`config.mk`:
```
export PLATFORM = sky130hd
export DESIGN_NAME = xnor_serial_cmp
export DESIGN_NICKNAME = d
export VERILOG_FILES = /design/src/rtl/xnor_serial_cmp.sv
export SDC_FILE = /design/constraint.sdc
export NUM_CORES = 1
export LEC_CHECK = 0
export ABC_AREA = 1
export CAP_MARGIN = 20
export CORE_AREA = 3 3 105 87
export CTS_BUF_LIST = sky130_fd_sc_hd__clkbuf_8
export DETAILED_ROUTE_END_ITERATION = 12
export DIE_AREA = 0 0 108 90
export PLACE_DENSITY_LB_ADDON = 0.1
export SLEW_MARGIN = 20
export SYNTH_ARGS = -nofsm -noshare
export SYNTH_HDL_FRONTEND = slang
export SYNTH_SLANG_ARGS = --single-unit
```
`constraint.sdc`:
```
create_clock -name clk -period 6.4 [get_ports clk]
set_input_delay 0.96 -clock clk [delete_from_list [all_inputs] [get_ports clk]]
set_output_delay 0.96 -clock clk [all_outputs]
set_load 0.02 [all_outputs]
```
`src/rtl/xnor_serial_cmp.sv`:
```
// xnor_serial_cmp
//   Sequential bitwise XNOR comparator. Operands are latched on start and
//   processed STEP bits per clock, LSB slice first. The block produces the
//   XNOR vector, a count of matching bits and an all-equal flag. In
//   early-exit mode it stops after the first slice that has a mismatch.
//
// Ports
//   clk        rising-edge clock
//   rst        synchronous active-high reset
//   start      request a comparison (sampled only in IDLE)
//   mode       0 = full compare, 1 = early exit (latched with start)
//   a, b       WIDTH-bit operands (latched with start)
//   busy       high while in RUN
//   done       one-cycle pulse, results valid
//   eq         1 iff all WIDTH bits matched
//   match_cnt  number of matching bit positions processed
//   y          registered a XNOR b, filled slice by slice from the LSB
module xnor_serial_cmp #(
    parameter  int WIDTH = 16,
    parameter  int STEP  = 4,
    localparam int NSL   = WIDTH / STEP,
    localparam int CW    = $clog2(WIDTH + 1)
) (
    input  logic             clk,
    input  logic             rst,
    input  logic             start,
    input  logic             mode,
    input  logic [WIDTH-1:0] a,
    input  logic [WIDTH-1:0] b,
    output logic             busy,
    output logic             done,
    output logic             eq,
    output logic [CW-1:0]    match_cnt,
    output logic [WIDTH-1:0] y
);

    // Slice index width; at least one bit so NSL=1 still elaborates.
    localparam int SIW = (NSL > 1) ? $clog2(NSL) : 1;

    generate
        if (WIDTH < 1 || STEP < 1 || (WIDTH % STEP) != 0) begin : g_bad_param
            $error("xnor_serial_cmp: STEP must be >= 1 and divide WIDTH exactly");
        end
    endgenerate

    typedef enum logic [1:0] {
        S_IDLE,
        S_RUN,
        S_DONE
    } state_t;

    state_t           r_state;
    logic [WIDTH-1:0] r_a;
    logic [WIDTH-1:0] r_b;
    logic             r_mode;
    logic [SIW-1:0]   r_k;

    logic [WIDTH-1:0] w_xnor;
    int               w_base;
    logic [STEP-1:0]  w_slice;
    logic [CW-1:0]    w_pop;
    logic [CW-1:0]    w_cnt_nxt;
    logic             w_last;
    logic             w_miss;

    assign w_xnor    = ~(r_a ^ r_b);
    assign w_base    = int'(r_k) * STEP;
    assign w_slice   = w_xnor[w_base +: STEP];
    assign w_cnt_nxt = match_cnt + w_pop;
    assign w_last    = (r_k == SIW'(NSL - 1));
    assign w_miss    = ~&w_slice;

    // Popcount of the current slice.
    always_comb begin
        w_pop = '0;
        for (int i = 0; i < STEP; i++) begin
            w_pop = w_pop + CW'(w_slice[i]);
        end
    end

    always_ff @(posedge clk) begin
        if (rst) begin
            r_state   <= S_IDLE;
            r_a       <= '0;
            r_b       <= '0;
            r_mode    <= 1'b0;
            r_k       <= '0;
            busy      <= 1'b0;
            done      <= 1'b0;
            eq        <= 1'b0;
            match_cnt <= '0;
            y         <= '0;
        end else begin
            case (r_state)
                S_IDLE: begin
                    // Without start, results of the last operation are held.
                    if (start) begin
                        r_a       <= a;
                        r_b       <= b;
                        r_mode    <= mode;
                        r_k       <= '0;
                        y         <= '0;
                        match_cnt <= '0;
                        eq        <= 1'b0;
                        busy      <= 1'b1;
                        r_state   <= S_RUN;
                    end
                end
                S_RUN: begin
                    y[w_base +: STEP] <= w_slice;
                    match_cnt         <= w_cnt_nxt;
                    r_k               <= r_k + SIW'(1);
                    // Early exit leaves the remaining y slices at zero, so
                    // the count can never reach WIDTH and eq stays 0.
                    if (w_last || (r_mode && w_miss)) begin
                        r_state <= S_DONE;
                        busy    <= 1'b0;
                        done    <= 1'b1;
                        eq      <= (w_cnt_nxt == CW'(WIDTH));
                    end
                end
                S_DONE: begin
                    done    <= 1'b0;
                    r_state <= S_IDLE;
                end
                default: begin
                    r_state <= S_IDLE;
                end
            endcase
        end
    end

endmodule

```
==> results of run 1 <==
[placed cells by master (no fill, tap or decap), drive strengths merged]
cell type	count
nand2	77
dfxtp	61
clkdlybuf4s50	59
nor2	46
a21oi	40
o21ai	37
inv	36
nand3	21
clkbuf	11
ha	10
xor2	6
nor3	6
xnor2	4
o211ai	4
fa	2
clkinv	2
bufinv	2
or2	2
a211oi	1
a21boi	1
or3	1
buf	1
[cell families after synthesis]
group,Yosys count
compound gates,83
xor+xnor,10
fa+ha+maj,12
buf+inv,50
flops,61
simple gates,153
[flip-flops by register name (all words and copies together), names as in the netlist, 2 cells and up]
register / count
y: 16
r_k: 2
match_cnt: 5
r_state: 2
r_b: 16
r_a: 16
[layer usage]
layer  routed length [um]  GRT usage [%]
met5                    0              0
met3                  327          4.799
met2                 2749          20.45
met4                   88          5.258
met1                 3398          19.77
[worst max-delay path by stage]
stage,to,slack [ps],cells past startpoint
after floorplan,eq,3150,14
after global placement,eq,2960,13
after detailed placement,eq,2890,13
after CTS,eq,2850,13
after global routing,eq,2550,15
final,eq,2870,13
[where the power goes]
group,total (W),internal [W],switching [W]
registers,0.000436,0.000413,0.0000230
logic,0.000275,0.000116,0.000158
clock network,0.000382,0.000238,0.000144
[stage by stage]
step                      utilization, %  power (W)  cell area (um^2)  setup WS (ps)  hold slack [ps]
after global placement             43.45  0.0007177              3485           2957            451.0
final                              46.26   0.001092              3710           2870            463.1
after detailed placement           43.45  0.0007216              3485           2894            455.7
after floorplan                        -  0.0006355              2824           3151            443.9
after CTS                          46.26   0.001106              3710           2851            466.6
after global routing               46.26   0.001167              3710           2553            482.9
[layout make-up]
| cell class | count | area [um^2] | share of cell area (%) |
|---|---|---|---|
| clock buffers | 11 | 151.4 | 4.081 |
| clock inverters | 5 | 73.82 | 1.990 |
| inverters | 35 | 131.4 | 3.541 |
| multi-input cells | 258 | 1399 | 37.71 |
| flip-flops and latches | 61 | 1221 | 32.92 |
| well taps | 108 | 135.1 | 3.643 |
| repair buffers | 60 | 598.1 | 16.12 |
[worst reg2reg max path: stages (launching register included)]
cell	delay, ps
dfxtp_1	490
inv_2	220
o211ai_1	260
nand2_2	120
fa_1	540
inv_1	50
ha_1	190
ha_1	310
fa_1	440
xor2_1	180
or3_1	300
nor3_1	210
a21oi_2	50
nor2_2	100
==> impl_metrics.csv, run 1 <==
group,metric,value,unit
synthesis,syn_nets,417,
cells_and_area,final_cells,538,
detailed_routing,routed-via-count,2461,
die,die_w,108,um
worst_setup_path,r2r_cells,13,
synthesis,yosysTopAreaCell,"dfxtp_1",
worst_setup_path,critPathSlowestCell,"fa_1",
clock_tree,cts-hold-fix-buffers,0,
worst_setup_path,start_kind,"register",
sta,hold_viol_final,0,
cells_and_area,drive_gt1_share,9.302,%
synthesis,async_reset_ff_share,0,%
cells_and_area,antennaDiodeCount,0,
cells_and_area,num-fill-cells,800,
worst_hold_path,hold_path_end,"busy",
synthesis,synth_edf_count,0,
synthesis,yosys_register_bits,61,
synthesis,synth_area_leaders,"dfxtp_1 43%, nand2_1 9.2%, a21oi_1 6.7%",
detailed_routing,vias_per_cell,4.574,
worst_hold_path,worstHoldStart,"busy",
clock_tree,cts.sinks,61,
clock_tree,cts_tree,"yes",
detailed_routing,wl_per_cell,12.20,um
power,peakVddDrop,116.1,uV
die,start_util,35.22,%
sta,slew_headroom,28.72,%
worst_setup_path,crit_path_end_kind,"register",
clock_tree,clock_path_buffers,2,
detailed_routing,ant_nets,0,
sta,finalCriticalPeriod,3530,ps
worst_setup_path,reg2reg_from,"r_k[0]",
synthesis,ys.flop_type,"dfxtp_1",
placed_design,numPortBuffers,59,
sta,worst_pin_slew,1066,ps
die,ios,60,
synthesis,synth_mux_area_share,0,%
die,rows,29,
synthesis,synthXorXnorAreaFrac,3.101,%
synthesis,ys_types,32,
sta,setup_viol,0,
worst_setup_path,crit_chain,"inv_2 > o211ai_1 > nand2_2 > fa_1 > inv_1 > ha_1 > ha_1 > fa_1 > xor2_1 > or3_1 > nor3_1 > a21oi_2 > nor2_2",
worst_hold_path,min_path_type,"register to register",
global_route,overflow,0,
global_route,track_usage,14.26,%
status,status,"complete, no violations",
clock_tree,clock_latency,340,ps
synthesis,synth.avg_cell_area,7.653,um^2
global_route,grt_pass1_vias,2374,
clock_tree,cts.clk_slew.worst_paths,70,ps
cells_and_area,area_delta_synth_final,31.37,%
detailed_routing,route.detailed.drc,0,
synthesis,yosysMostFrequentCell,"nand2_1",
worst_setup_path,critPathTopFamily,"adder cells",
worst_setup_path,worstPathRequired,6670,ps
sta,fin_crit_sh,55.15,%
clock_tree,postCtsSetupBuffers,0,
die,die_y,90,um
synthesis,synth-simple-area-share,24.55,%
worst_setup_path,cp_max_fo,19,
worst_setup_path,path_class,"register to register",
worst_setup_path,cp.arrival,3800,ps
placed_design,gp_congestion,0.8051,
worst_setup_path,ff2ff_setup_slack,2870,ps
clock_tree,numCtsBuffers,9,
sta,drv_slew,0,
detailed_routing,drt-total-wl,6.562,mm
synthesis,synth_warnings,0,
worst_setup_path,cpPeakStageDelay,540,ps
die,core_area,8019,um^2
worst_setup_path,crit_start,"r_k[0]",
clock_tree,ctsResizeCount,0,
worst_setup_path,worst-path-buf-inv,2,
sta,fmax,283.3,MHz
clock_tree,cts_root_buffer,"clkbuf_8",
global_route,antenna_found_initial,0,
worst_hold_path,holdPathStages,2,
synthesis,synth_top_family_by_area,"simple AND/OR/NAND/NOR gates",
detailed_routing,drtIter0Drc,85,
sta,setup_tns,0,ps
synthesis,synthAdderAreaFrac,5.848,%
placed_design,dp_hpwl,4.750,mm
power,power.leakage,1.482,nW
die,die_area,9720,um^2
sta,finClkSkew,9.698,ps
synthesis,yosysSeqAreaShare,43.24,%
sta,rsz0062_at_grt,"no",
flow_run,cap_violations,0,
synthesis,yosysTopAreaCellShare,43.24,%
worst_setup_path,r2r_end,"eq",
power,p_per_area,294.4,nW/um^2
synthesis,synth_compound_area_share,16.04,%
global_route,grt_max_degree,56,
synthesis,syn-cell-area,2824,um^2
cells_and_area,nNetsFinal,473,
detailed_routing,dr.pass1.iters,6,
synthesis,syn-instance-count,369,
clock_tree,htree_levels,3,
synthesis,ys_top_cells_by_count,"69 x nand2_1, 61 x dfxtp_1, 43 x nor2_1",
global_route,grt_pass1_wl,11.01,mm
placed_design,dp_cells,522,
(Power assumes the default switching activity.)
==> run 2: changes to the inputs <==
- clock period: 6.4 -> 3.6 ns (I/O delays scaled with it)
==> run 2 against run 1 <==
  * Combinational power grew 81%
  * Flip-flop and latch count unchanged
  * Total power grew 76%
  * Die area unchanged
  * First-iteration DRC count is 12% lower
  * Critical path depth is 1 higher
  * Critical path type unchanged
  * Largest cell class unchanged
==> impl_metrics.csv, run 2 (synthesis results as in run 1) <==
group,metric,value,unit
status,status,"complete, no violations",
clock_tree,clock_latency,340,ps
sta,slew_headroom,48.26,%
placed_design,place_area,3507,um^2
clock_tree,ctsResizeCount,0,
die,rows,29,
clock_tree,cts_root_buffer,"clkbuf_8",
die,die_y,90,um
cells_and_area,regArea,1221,um^2
worst_hold_path,holdPathStages,2,
cells_and_area,layout_common_cells,"69 x nand2_1, 61 x dfxtp_1, 59 x clkdlybuf4s50_1",
global_route,grt_pass1_wl,11.31,mm
worst_setup_path,cp_max_fo,19,
flow_run,cap_violations,0,
worst_setup_path,reg2reg_from,"r_k[0]",
worst_setup_path,crit_chain,"inv_2 > nand2_1 > o211ai_1 > nand2_2 > fa_1 > inv_1 > ha_1 > ha_1 > fa_1 > xor2_1 > or3_1 > nor3_1 > a21oi_2 > nor2_2",
detailed_routing,dr.pass1.iters,4,
cells_and_area,multi_input_area,1399,um^2
worst_setup_path,ff2ff_setup_slack,250,ps
sta,fin_crit_sh,93.15,%
cells_and_area,antennaDiodeCount,0,
clock_tree,cts-hold-fix-buffers,0,
detailed_routing,route.detailed.drc,0,
die,die_w,108,um
placed_design,gp_congestion,0.8244,
clock_tree,numCtsBuffers,9,
sta,finClkSkew,7.034,ps
detailed_routing,routed-via-count,2452,
placed_design,numPortBuffers,59,
power,peakVddDrop,230.3,uV
sta,setup_viol,0,
worst_setup_path,worstPathRequired,3880,ps
detailed_routing,drtIter0Drc,75,
clock_tree,postCtsSetupBuffers,0,
sta,fmax,298.2,MHz
detailed_routing,ant_nets,0,
global_route,antenna_found_initial,0,
cells_and_area,final_area,3722,um^2
die,ios,60,
sta,drv_slew,0,
die,start_util,35.22,%
global_route,overflow,0,
clock_tree,clock_path_buffers,2,
worst_setup_path,path_class,"register to register",
detailed_routing,drt-total-wl,6.528,mm
cells_and_area,area_delta_synth_final,31.81,%
die,core_area,8019,um^2
global_route,track_usage,14.57,%
clock_tree,cts.clk_slew.worst_paths,70,ps
worst_hold_path,min_path_type,"register to register",
sta,worst_pin_slew,775.2,ps
global_route,grt_pass1_vias,2421,
worst_setup_path,worst-path-buf-inv,2,
placed_design,dp_hpwl,4.728,mm
clock_tree,cts.sinks,61,
sta,finalCriticalPeriod,3353,ps
die,die_area,9720,um^2
worst_setup_path,cpPeakStageDelay,550,ps
power,power.leakage,1.480,nW
cells_and_area,drive_gt1_share,9.931,%
detailed_routing,vias_per_cell,4.532,
power,p_per_area,517.3,nW/um^2
worst_hold_path,hold_path_end,"done",
sta,hold_viol_final,0,
global_route,grt_max_degree,56,
cells_and_area,layout_commonest_cell,"nand2_1",
detailed_routing,wl_per_cell,12.07,um
worst_setup_path,critPathSlowestCell,"fa_1",
worst_setup_path,r2r_cells,14,
sta,rsz0062_at_grt,"no",
worst_hold_path,worstHoldStart,"done",
clock_tree,cts_tree,"yes",
sta,setup_tns,0,ps
worst_setup_path,r2r_end,"eq",
worst_setup_path,cp.arrival,3630,ps
cells_and_area,nNetsFinal,476,
worst_setup_path,critPathTopFamily,"adder cells",
worst_setup_path,crit_path_end_kind,"register",
cells_and_area,top_regs,"r_a (16), r_b (16), y (16)",
cells_and_area,num-fill-cells,808,
worst_setup_path,start_kind,"register",
clock_tree,htree_levels,3,
## run 2: through the flow
stage                     instances  setup WS, ps  hold WS [ps]  power (W)  util (%)
final                           541         246.7         463.2   0.001925     46.42
after global routing            541         29.03         490.9   0.002062     46.42
after CTS                       541         257.0         464.0   0.001950     46.42
after detailed placement        525         287.6         453.8   0.001289     43.74
after global placement          525         307.1         450.8   0.001282     43.74
after floorplan                 369         351.4         443.9   0.001130         -
## run 2: report_power, final
group	switching [W]	internal, W
Sequential	0.0000378	0.000733
Clock	0.000271	0.000385
Combinational	0.000288	0.000210
Total	0.000597	0.00133
## run 2: how the worst max path moves through the flow
| stage | endpoint | slack [ps] | from | depth (start not counted) |
|---|---|---|---|---|
| 3_3_place_gp | eq | 310 | r_k[0] | 14 |
| 2_1_floorplan | eq | 350 | r_k[0] | 14 |
| 6_report | eq | 250 | r_k[0] | 14 |
| 4_1_cts | eq | 260 | r_k[0] | 14 |
| 5_1_grt | eq | 30 | r_k[0] | 14 |
| 3_5_place_dp | eq | 290 | r_k[0] | 14 |
## run 2: final cells by class
class / count / share of cell area (%)
clock buffers: 9 / 3.328
clock inverters: 7 / 2.454
inverters: 35 / 3.529
multi-input cells: 258 / 37.58
flip-flops and latches: 61 / 32.81
well taps: 108 / 3.630
repair buffers: 63 / 16.67
## run 2: per-layer routing
| layer | share of wire, % | global-route usage, % | up-vias |
|---|---|---|---|
| met5 | 0 | 0 | - |
| met4 | 1.0 | 3.365 | 0 |
| met3 | 6.3 | 6.089 | 6 |
| met2 | 42 | 21.48 | 54 |
| met1 | 51 | 19.76 | 1085 |
| li1 | - | - | 1307 |
## run 2: worst min-delay path: stages (launching register included)
cell and delay (ps):
dfxtp_1 310, nand2_1 60, a21oi_1 50
==> variant 1 (settings of run 1) <==
Re-encode `state_t` (3 states) as one-hot, 3 bits wide.
--- a/src/rtl/xnor_serial_cmp.sv
+++ b/src/rtl/xnor_serial_cmp.sv
@@ -45,6 +45,6 @@
 
-    typedef enum logic [1:0] {
-        S_IDLE,
-        S_RUN,
-        S_DONE
+    typedef enum logic [2:0] {
+        S_IDLE = 3'b001,
+        S_RUN  = 3'b010,
+        S_DONE = 3'b100
     } state_t;
Behaviour: same outputs for any inputs over 10 cycles, from zero or initial values and one cycle with rst high; not proved beyond that.
==> variant 1 against run 1 <==
Synthesized area up 1.2%. Cell count rose by 1.1%. Setup slack better by 0.14 ns. Fmax increased by 4.2%. Sequential cell count up 1. Power decreased by 15%. Global-route usage is 0.16 points higher. Design area down 0.44%. Sequential power decreased by 3%. Wire length increased by 1.3%. Utilization is 0.20 points lower. First-iteration DRC count rose by 22%. Critical path type unchanged. Critical endpoint unchanged.
==> variant 1: results (changes against run 1) <==
RUN_STATUS='complete, no violations'
CLOCK_SKEW_NS=0.0106  # +0.000905 ns
SYNTH.YOSYS.WARNINGS=0  # unchanged
MOST_USED_STANDARD_CELLS_IN_THE_SYNTHESIZED_NETLIST='69 x sky130_fd_sc_hd__nand2_1, 62 x sky130_fd_sc_hd__dfxtp_1, 47 x sky130_fd_sc_hd__nor2_1, 38 x sky130_fd_sc_hd__a21oi_1, 38 x sky130_fd_sc_hd__o21ai_0'
CELLLEAKAGEPOWER_nW=1.47  # -0.86%
CTS_MADE_BUFFERS=9  # unchanged
YOSYSSEQAREASHARE=0.434  # +0.00189
STDCELL_COUNT=544  # +1.1%
TIGHTESTPINTRANSITION_NS=1.08  # +0.0116 ns
GRT_FIRST_PASS_WIRELENGTH_MM=11.3  # +2.3%
GRT_ANTENNA_BEFORE_REPAIR=0  # unchanged
DRT-PASS1-ITER-COUNT=4  # -2
NET_SWITCHING_POWER_FIGURE_uW=263  # -19%
MAPPEDNETLISTNETS=424  # +1.7%
POST_SYNTH_NUM_CELL_TYPES=29  # -9.4%
FIN_CRIT_SH=0.529  # -0.0222
PLACE_HPWL_MM=4.83  # +1.8%
GRT_USE_TOTAL=0.144  # +0.00159
GRT_MAX_DEGREE=57  # +1.8%
NNETSFINAL=479  # +1.3%
VIAS_IN_THE_FIRST_GLOBAL_ROUTE=2325  # -2.1%
SYNTH_TOP_CELLS_BY_AREA='sky130_fd_sc_hd__dfxtp_1 43%, sky130_fd_sc_hd__nand2_1 9.1%, sky130_fd_sc_hd__a21oi_1 6.7%, sky130_fd_sc_hd__o21ai_0 6.7%, sky130_fd_sc_hd__nor2_1 6.2%'
DRT_ITER0_DRC=104  # +22%
GPL_CONGESTION=0.753  # -6.5%
CLKTRANSATPATHREGS_NS=0.07  # about the same
CP_MAX_FO=19  # unchanged
FILL_CELLS=839  # +4.9%
VIAS=2496  # +1.4%
DP.CELLS=528  # +1.1%
SYNTHESIS.INSTANCES=376  # +1.9%
WORST-ENDPOINT-ARRIVAL_NS=3.61  # -0.19 ns
ROUTEDWLPERCELL_UM=12.2  # +0.15%
VDD_IR_DROP_MAX_mV=0.100  # -14%
FINAL_LAYOUT_SIZE_SUFFIX_GT1_FRAC=0.0803  # -0.0127
## variant 1: cell types whose count changed after synthesis, sizes merged, moves of 2 or more
cell and change:
clkbuf -2, buf +2, nor3 +2, inv +2
## variant 1: power by group through the flow
stage / logic, mW / clock network (mW) / registers [mW]
floorplan: 0.118 / 0 / 0.431
global placement: 0.173 / 0 / 0.431
detailed placement: 0.174 / 0 / 0.432
CTS: 0.174 / 0.341 / 0.423
global route: 0.197 / 0.358 / 0.425
finish: 0.171 / 0.329 / 0.423
## variant 1: cells by family after synthesis
kind of cell             share of synthesized area
AND/OR/NAND/NOR                              0.239
AO/OA/AOI/OAI                                0.156
flip-flops                                   0.434
buffers and inverters                       0.0797
adder cells (fa/ha/maj)                     0.0578
XOR/XNOR                                    0.0337
## variant 1: cell type report
class                      instances  area, µm²  share of cell area
multi-input combinational        261       1390               0.376
tap                              108        135              0.0366
clock buffer                       9        124              0.0335
clock inverter                     7       67.6              0.0183
inverter                          37        139              0.0376
timing repair buffer              60        598               0.162
sequential                        62       1240               0.336
## variant 1: metal layers
metal / vias up / wire length, µm / GRT usage
li1: 1320 / - / -
met1: 1110 / 3450 / 0.207
met2: 56 / 2720 / 0.200
met3: 10 / 362 / 0.0473
met4: 0 / 108 / 0.0526
met5: - / 0 / 0
## variant 1: final timing paths
| kind | startpoint | to | cells after the start | slack, ns |
|---|---|---|---|---|
| hold reg to reg | y[4] | y[4] | 2 | 0.46 |
| setup reg to reg | r_k[0] | eq | 17 | 3.01 |
| setup / recovery | r_k[0] | eq | 17 | 3.01 |
| hold / removal | y[4] | y[4] | 2 | 0.46 |
## variant 1: through the flow
stage / worst slack [ns] / cell area, µm² / hold slack, ns
3_5_place_dp: 3.02 / 3500 / 0.455
4_1_cts: 3.00 / 3690 / 0.465
2_1_floorplan: 3.28 / 2860 / 0.444
6_report: 3.01 / 3690 / 0.462
3_3_place_gp: 3.06 / 3500 / 0.453
5_1_grt: 2.72 / 3690 / 0.488
==> variant 2 (settings of run 1) <==
Made on the original files. `STEP`: 4 -> 8.
--- a/src/rtl/xnor_serial_cmp.sv
+++ b/src/rtl/xnor_serial_cmp.sv
@@ -19,3 +19,3 @@
     parameter  int WIDTH = 16,
-    parameter  int STEP  = 4,
+    parameter  int STEP  = 8,
     localparam int NSL   = WIDTH / STEP,
Function: changed (a bounded check fails within 4 cycles, from zero or initial values and one cycle with rst high).
==> variant 2 against run 1 <==
Clock power is 5% higher. Cell count is 0.56% lower. Power is 22% higher. Setup slack got worse by 1.2 ns. Design area is 1.1% higher. Critical endpoint unchanged. Synthesized area increased by 2.3%. First-iteration DRC count decreased by 9.4%. Wire length is 6.4% higher. Via count is 0.49% higher. Critical path depth increased by 5. Sequential cell count shrank 1.
==> variant 2: results (changes against run 1) <==
VDD_IR_DROP_MAX_mV=0.190  # +64%
WORST_PATH_MAX_DELAY_CELL='sky130_fd_sc_hd__dfxtp_1'
MAPPEDNETLISTNETS=414  # -0.72%
FINAL_LAYOUT_SIZE_SUFFIX_GT1_FRAC=0.117  # +0.0241
DRT_DRC_VIOLATIONS_LEFT=0  # unchanged
YOSYSSEQAREASHARE=0.416  # -0.0167
CTSRESIZECOUNT=0  # unchanged
DRT-PASS1-ITER-COUNT=4  # -2
RUN_STATUS='complete, no violations'
MOST_USED_STANDARD_CELLS_IN_THE_SYNTHESIZED_NETLIST='68 x sky130_fd_sc_hd__nand2_1, 60 x sky130_fd_sc_hd__dfxtp_1, 58 x sky130_fd_sc_hd__a21oi_1, 45 x sky130_fd_sc_hd__inv_1, 30 x sky130_fd_sc_hd__o21ai_0'
CLOCK_LATENCY_NS=0.35
CELLLEAKAGEPOWER_nW=1.53  # +3.0%
CTS-HTREE-LEVELS=3  # unchanged
VIAS=2473  # +0.49%
CTS_MADE_BUFFERS=9  # unchanged
SYNTH.YOSYS.WARNINGS=0  # unchanged
GRT_USE_TOTAL=0.161  # +0.0180
MAX_STAGE_DELAY_NS=0.77  # +0.23 ns
SYNTH-EDFF-COUNT=0  # unchanged
CRITICAL_PATH.TOP_DELAY_FAMILY='adder cells'
CTSROOTBUFFERMASTER='sky130_fd_sc_hd__clkbuf_8'
GRT_FIRST_PASS_WIRELENGTH_MM=12.2  # +10%
CLKTRANSATPATHREGS_NS=0.07  # about the same
POST_SYNTH_NUM_CELL_TYPES=29  # -9.4%
CLK_PATH_BUF_DEPTH=2  # unchanged
YS_ASYNC_SR_FRACTION=0  # unchanged
COUNT_OF_INPUT_AND_OUTPUT_BUFFERS=59  # unchanged
DRT_ITER0_DRC=77  # -9.4%
SYNTH_TOP_CELLS_BY_AREA='sky130_fd_sc_hd__dfxtp_1 42%, sky130_fd_sc_hd__a21oi_1 10%, sky130_fd_sc_hd__nand2_1 8.8%, sky130_fd_sc_hd__inv_1 5.8%, sky130_fd_sc_hd__o21ai_0 5.2%'
CLOCK_SKEW_NS=0.00713  # -0.00257 ns
GRT_MAX_DEGREE=68  # +21%
ANTENNADIODECOUNT=0  # unchanged
HOLD_PATH_CLASS='flip-flop to flip-flop'
PRE_CTS_SETUP_SLACK_NS=1.68  # -1.21 ns
CTS_SETUP_BUFFERS=0  # unchanged
PLACE_HPWL_MM=5.25  # +10%
REG.LARGEST.LIST='r_a: 16 flops, r_b: 16 flops, y: 16 flops'
DRT_WL_TOTAL_MM=6.98  # +6.4%
VIAS_IN_THE_FIRST_GLOBAL_ROUTE=2551  # +7.5%
NNETSFINAL=470  # -0.63%
SYNTH_MOST_COMMON_CELL='sky130_fd_sc_hd__nand2_1'
WORST-ENDPOINT-ARRIVAL_NS=4.99  # +1.19 ns
GPL_CONGESTION=0.813  # +0.93%
TIGHTESTPINTRANSITION_NS=0.957  # -0.109 ns
GRT_ANTENNA_BEFORE_REPAIR=0  # unchanged
CP_MAX_FO=10  # -9
## variant 2: cell count changes in the layout (fill, tap and decap cells not counted), sizes merged, moves of 4 or more
cell           run 1  this run
o211ai             4         0
nand3             21        37
nor2              46        15
nor3               6         0
a21oi             40        59
ha                10         6
inv               36        52
xnor2              4         0
## variant 2: kinds of logic (layout without fill, tap and decap cells)
group	after synthesis	count (layout)	synth area share
XOR/XNOR	3	3	0.00910
flip-flops	60	60	0.416
AO/OA/AOI/OAI	95	95	0.172
AND/OR/NAND/NOR	132	132	0.238
buffers and inverters	66	126	0.105
adder cells (fa/ha/maj)	11	11	0.0606
## variant 2: metal layers
layer | wire length, µm | vias to the layer above | share of wire | GRT usage
met3 | 395 | 9 | 0.057 | 0.0552
met1 | 3510 | 1105 | 0.50 | 0.218
met2 | 2980 | 55 | 0.43 | 0.239
li1 | - | 1304 | - | -
met4 | 92 | 0 | 0.013 | 0.0505
met5 | 0 | - | 0 | 0
## variant 2: report_power, final
part           internal [mW]  switching, mW  total [mW]
Clock                  0.250          0.152       0.401
Combinational          0.206          0.276       0.482
Sequential             0.416         0.0284       0.445
## variant 2: cell type report
type                            count  area (µm²)
Multi-Input combinational cell    241        1380
Timing Repair Buffer               59         586
Sequential cell                    60        1200
Fill cell                         826        4270
Clock inverter                      3        68.8
Clock buffer                       12         165
Inverter                           52         210
Tap cell                          108         135
## variant 2: per-stage QoR
stage / util / cells / cell area, µm²
after floorplan: - / 367 / 2890
after global placement: 0.439 / 520 / 3520
after detailed placement: 0.439 / 520 / 3520
after CTS: 0.468 / 535 / 3750
after global routing: 0.468 / 535 / 3750
final: 0.468 / 535 / 3750
## variant 2: worst paths after layout
kind	from	to	slack, ns	cells after the start
worst min register to register	busy	busy	0.46	2
worst max register to register	r_k	eq	1.69	18
worst max-delay path	r_k	eq	1.69	18
worst min-delay path	busy	busy	0.46	2
## variant 2: worst reg2reg max path: stages, from the launching register on
cell and delay, ns:
sky130_fd_sc_hd__dfxtp_1 0.77, sky130_fd_sc_hd__nand3_1 0.18, sky130_fd_sc_hd__nand2_1 0.12, sky130_fd_sc_hd__inv_1 0.06, sky130_fd_sc_hd__fa_1 0.50, sky130_fd_sc_hd__inv_1 0.05
sky130_fd_sc_hd__fa_1 0.53, sky130_fd_sc_hd__inv_1 0.05, sky130_fd_sc_hd__fa_1 0.53, sky130_fd_sc_hd__inv_1 0.05, sky130_fd_sc_hd__fa_1 0.46, sky130_fd_sc_hd__fa_1 0.43
sky130_fd_sc_hd__xor2_1 0.19, sky130_fd_sc_hd__or3_1 0.32, sky130_fd_sc_hd__nor2_1 0.10, sky130_fd_sc_hd__nand2_1 0.06, sky130_fd_sc_hd__nand3_1 0.08, sky130_fd_sc_hd__nand2_1 0.05
sky130_fd_sc_hd__nor2_1 0.11
